<file path="src/rtl/mac_tx_pkg.sv">
// Shared constants and state encoding for the GMII-style frame transmitter.
// Imported by the transmitter top and its CRC helper.
package mac_tx_pkg;

  typedef enum logic [2:0] {
    IDLE     = 3'd0,
    PREAMBLE = 3'd1,
    SFD      = 3'd2,
    DATA     = 3'd3,
    FCS      = 3'd4,
    IFG      = 3'd5
  } tx_state_e;

  localparam logic [7:0]  PREAMBLE_BYTE = 8'h55;
  localparam logic [7:0]  SFD_BYTE      = 8'hD5;
  localparam int unsigned PREAMBLE_LEN  = 7;
  localparam int unsigned FCS_LEN       = 4;
  localparam int unsigned IFG_LEN       = 12;
  localparam logic [31:0] CRC_POLY      = 32'hEDB88320;
  localparam logic [31:0] CRC_INIT      = 32'hFFFFFFFF;
  localparam int unsigned CNT_W         = 4;

endpackage

</file>
<file path="src/rtl/crc32_d8.sv">
// Byte-wide step of the reflected IEEE 802.3 CRC-32.
// Bits are consumed LSB first, matching on-wire order.
module crc32_d8
  import mac_tx_pkg::*;
(
  input  logic [31:0] crc_i,
  input  logic [7:0]  data_i,
  output logic [31:0] crc_o
);

  logic [31:0] c;

  always_comb begin
    c = crc_i;
    for (int i = 0; i < 8; i++) begin
      if (c[0] ^ data_i[i]) c = (c >> 1) ^ CRC_POLY;
      else                  c = c >> 1;
    end
    crc_o = c;
  end

endmodule

</file>
<file path="src/rtl/mac_transmitter.sv">
// Frame transmitter: preamble, SFD, payload from show-ahead FIFO,
// CRC-32 FCS and inter-frame gap on a GMII-style byte bus.
module mac_transmitter
  import mac_tx_pkg::*;
(
  input  logic       clk,
  input  logic       reset,
  input  logic [7:0] rd_data,
  input  logic       data_ready,
  input  logic       fifo_empty,
  output logic [2:0] mac_tr_state,
  output logic       rd_en,
  output logic       rd_start,
  output logic       txen,
  output logic [7:0] txd
);

  tx_state_e        state_q;
  logic [CNT_W-1:0] cnt_q;
  logic [7:0]       byte_q;
  logic [31:0]      crc_q;
  logic [31:0]      crc_d;
  logic [31:0]      fcs_w;

  crc32_d8 u_crc (
    .crc_i  (crc_q),
    .data_i (rd_data),
    .crc_o  (crc_d)
  );

  assign fcs_w        = ~crc_q;
  assign mac_tr_state = state_q;

  always_ff @(posedge clk or negedge reset) begin
    if (!reset) begin
      state_q <= IDLE;
      cnt_q   <= '0;
      byte_q  <= 8'h00;
      crc_q   <= CRC_INIT;
    end else begin
      if (rd_en) begin
        byte_q <= rd_data;
        crc_q  <= crc_d;
      end
      unique case (state_q)
        IDLE: begin
          cnt_q <= '0;
          if (data_ready) begin
            state_q <= PREAMBLE;
            crc_q   <= CRC_INIT;
          end
        end
        PREAMBLE: begin
          if (cnt_q == CNT_W'(PREAMBLE_LEN - 1)) begin
            state_q <= SFD;
            cnt_q   <= '0;
          end else begin
            cnt_q <= cnt_q + 1'b1;
          end
        end
        SFD: begin
          state_q <= rd_en ? DATA : FCS;
          cnt_q   <= '0;
        end
        DATA: begin
          cnt_q <= '0;
          if (!rd_en) state_q <= FCS;
        end
        FCS: begin
          if (cnt_q == CNT_W'(FCS_LEN - 1)) begin
            state_q <= IFG;
            cnt_q   <= '0;
          end else begin
            cnt_q <= cnt_q + 1'b1;
          end
        end
        IFG: begin
          if (cnt_q == CNT_W'(IFG_LEN - 1)) begin
            state_q <= IDLE;
            cnt_q   <= '0;
          end else begin
            cnt_q <= cnt_q + 1'b1;
          end
        end
        default: begin
          state_q <= IDLE;
          cnt_q   <= '0;
        end
      endcase
    end
  end

  // Bus outputs come only from registers; rd_data never reaches txd directly
  always_comb begin
    txen     = 1'b0;
    txd      = 8'h00;
    rd_en    = 1'b0;
    rd_start = 1'b0;
    unique case (state_q)
      PREAMBLE: begin
        txen = 1'b1;
        txd  = PREAMBLE_BYTE;
      end
      SFD: begin
        txen     = 1'b1;
        txd      = SFD_BYTE;
        rd_start = 1'b1;
        rd_en    = !fifo_empty;
      end
      DATA: begin
        txen  = 1'b1;
        txd   = byte_q;
        rd_en = !fifo_empty;
      end
      FCS: begin
        txen = 1'b1;
        txd  = fcs_w[{cnt_q[1:0], 3'b000} +: 8];
      end
      default: begin
        txen = 1'b0;
        txd  = 8'h00;
      end
    endcase
  end

endmodule

</file>
<file path="config.mk">
export PLATFORM = sky130hd
export DESIGN_NAME = mac_transmitter
export DESIGN_NICKNAME = d
export VERILOG_FILES = /design/src/rtl/mac_tx_pkg.sv /design/src/rtl/crc32_d8.sv /design/src/rtl/mac_transmitter.sv
export SDC_FILE = /design/constraint.sdc
export NUM_CORES = 1
export LEC_CHECK = 0
export CAP_MARGIN = 5
export CORE_ASPECT_RATIO = 0.6
export CORE_UTILIZATION = 25
export DETAILED_ROUTE_END_ITERATION = 10
export PLACE_DENSITY = 0.51
export SLEW_MARGIN = 20
export SYNTH_ARGS = -nofsm -noshare
export SYNTH_HDL_FRONTEND = slang
export SYNTH_HIERARCHICAL = 1
export SYNTH_SLANG_ARGS = --single-unit
</file>
<file path="constraint.sdc">
create_clock -name clk -period 5.59 [get_ports clk]
set_clock_uncertainty 0.15 [all_clocks]
set_input_delay 0.8385 -clock clk [delete_from_list [all_inputs] [get_ports clk]]
set_output_delay 0.8385 -clock clk [all_outputs]
set_load 0.02 [all_outputs]
</file>
==> metrics.cfg <==
[logic_synthesis]
syn_nets=330
synth_area_per_cell_um2=10.5
yosysSeqAreaShare_pct=36.6
ys_warn_count=6
ys_async_sr_fraction_pct=100
ys_ff_latch=47
synth-edff-count=0
syn_area_um2=3320
synth_cell_types=38
synth_ff_type=dfstp_2
synth.most_common_cell=nand2_1
postSynthCellCount=316
ys_top_cells_by_count=nand2_1 (94), nand3_1 (33), dfstp_2 (32)
yosysTopAreaCell=dfstp_2
synthTopCellsByArea=dfstp_2 (25%), xnor3_1 (12%), dfrtp_1 (11%)
yosys.area.top_type_share_pct=25.3

[cts]
cts_resized=0
cts-root-buf=clkbuf_16
cts_buffers=5
postCtsSetupRepairBufs=0
cts_num_sinks=47
clkSlewWorstSetupHoldPaths_ns=0.07
cts_buffer_depth=2
cts_tree=built
clk_latency_ns=0.29
ctsHoldBuffers=0
h-tree-depth=2

[sta]
final_max_slew_viol_count=0
finalSetupViolCount=0
report.final.hold_viol_count=0
hold_ws_ns=0.324
fin_setup_tns_ns=0
fin_crit_sh_pct=67.2
relSlewSlack_pct=49.5
fmax_mhz=266
worstMarginPinSlew_ns=0.756
rsz0062_at_grt=false
finalCriticalPeriod_ns=3.76

[grt]
grt_pass1_vias=2129
grt.total_usage_pct=12.8
grt_max_degree=48
grt_pass1_wl_um=13100
antenna_found_initial=0
overflow=0

[placement]
globalplace.congestion=0.751
hpwl_um=5470
io_buffers=25

[cells_and_area]
fill_cells=1329
nNetsFinal=347
syn_to_final_growth_pct=16.6
n_antenna_cell=0
utilization_pct=30.0
layout-drive-gt1-share_pct=19.8

[die]
io_pins=26
core_um2=12900
dieArea_um2=13800
die_w_um=151
die_y_um=91.3
initial_utilization_pct=25.8
num_rows=32

[route]
remaining_drc_errors=0
drt-total-wl_um=8170
final_antenna_net_count=0
firstDrtPassIters=4
viasPerCell=4.48
post_drt_wl_per_cell_um=16.2
dr.first_iter.drc_count=137
vias=2257

[critical_path]
worstSetupPathType=in -> out
crit_fanout=41
arrival_ns=2.77
worstSetupEndpointType=output port
reg2reg_slack_ns=3.30
cp.required_ns=4.60
r2r_end=crc_q[18]
r2r_start=crc_q[5]
cp-start-kind=primary input
rr_worst_depth=5

[hold_path]
worst_hold_path.num_cells=2
hold_end=byte_q[6]
hold_start=byte_q[6]
hold_class=reg -> reg

[power]
total_power_mw=1.54
irDropWorstVdd_mv=0.116
powerDensity_nw_per_um2=398
p_leak_nw=1.69

[run]
cap_violations=0

[status]
status=finished clean

## worst max-delay path: stages
cell and delay [ns]:
clkdlybuf4s50_1 0.43, nand2b_1 0.18, inv_2 0.56, clkdlybuf4s50_1 0.74
## routing by layer
| layer | GRT usage (%) | routed length [um] | vias up |
|---|---|---|---|
| li1 | - | - | 1083 |
| met1 | 21.5 | 4730 | 1127 |
| met2 | 15.7 | 3110 | 42 |
| met3 | 3.12 | 286 | 5 |
| met4 | 2.83 | 49 | 0 |
| met5 | 0 | 0 | - |
## power breakdown
part | switching (mW) | leakage [nW] | internal [mW]
sequential | 0.104 | 0.531 | 0.415
clock | 0.135 | 0.0868 | 0.223
combinational | 0.308 | 1.08 | 0.357
total | 0.547 | 1.69 | 0.995
## metrics by stage
| step | instances | setup slack [ns] | cell area, um^2 |
|---|---|---|---|
| after floorplan | 316 | 3.19 | 3320 |
| after global placement | 496 | 1.83 | 3700 |
| after detailed placement | 496 | 1.84 | 3700 |
| after CTS | 504 | 1.84 | 3870 |
| after global routing | 504 | 1.74 | 3870 |
| final | 504 | 1.83 | 3870 |
## layout by cell type, fill, tap and decap left out, types with 7 or more instances in the layout
master           instances
xnor3_1                 18
nand2b_1                 7
nand3_1                 33
clkdlybuf4s50_1         24
nor2_1                   7
mux4_2                   7
xor2_1                  10
dfrtp_1                 15
nand2_1                 93
dfstp_2                 32
xnor2_1                 29
## cell type report
class / count / area, um^2 / share of cell area, %
sequential: 47 / 1220 / 31.4
inverter: 2 / 7.51 / 0.194
timing repair buffer: 27 / 260 / 6.72
tap: 170 / 213 / 5.49
clock buffer: 6 / 139 / 3.59
multi-input combinational: 250 / 2000 / 51.7
clock inverter: 2 / 35.0 / 0.904
## sequential cells by signal, summed over array words and instances, names as in the netlist
name,cells
byte_q,8
cnt_q,4
mac_tr_state,3
crc_q,32
## kinds of logic (layout without fill, tap and decap cells)
group / after synthesis / in the layout / share of synthesized area, %
simple gates: 152 / 152 / 20.2
buf+inv: 19 / 37 / 3.16
fa+ha+maj: 2 / 2 / 0.753
mux: 8 / 8 / 5.54
compound gates: 19 / 19 / 3.39
flops: 47 / 47 / 36.6
xor+xnor: 69 / 69 / 30.4
## worst max-delay path by stage
stage / start / endpoint
after floorplan: mac_tr_state[2] / txd[3]
after global placement: fifo_empty / rd_en
after CTS: fifo_empty / rd_en
final: fifo_empty / rd_en
after detailed placement: fifo_empty / rd_en
after global routing: fifo_empty / rd_en
Power figures use the tool's default switching activity.
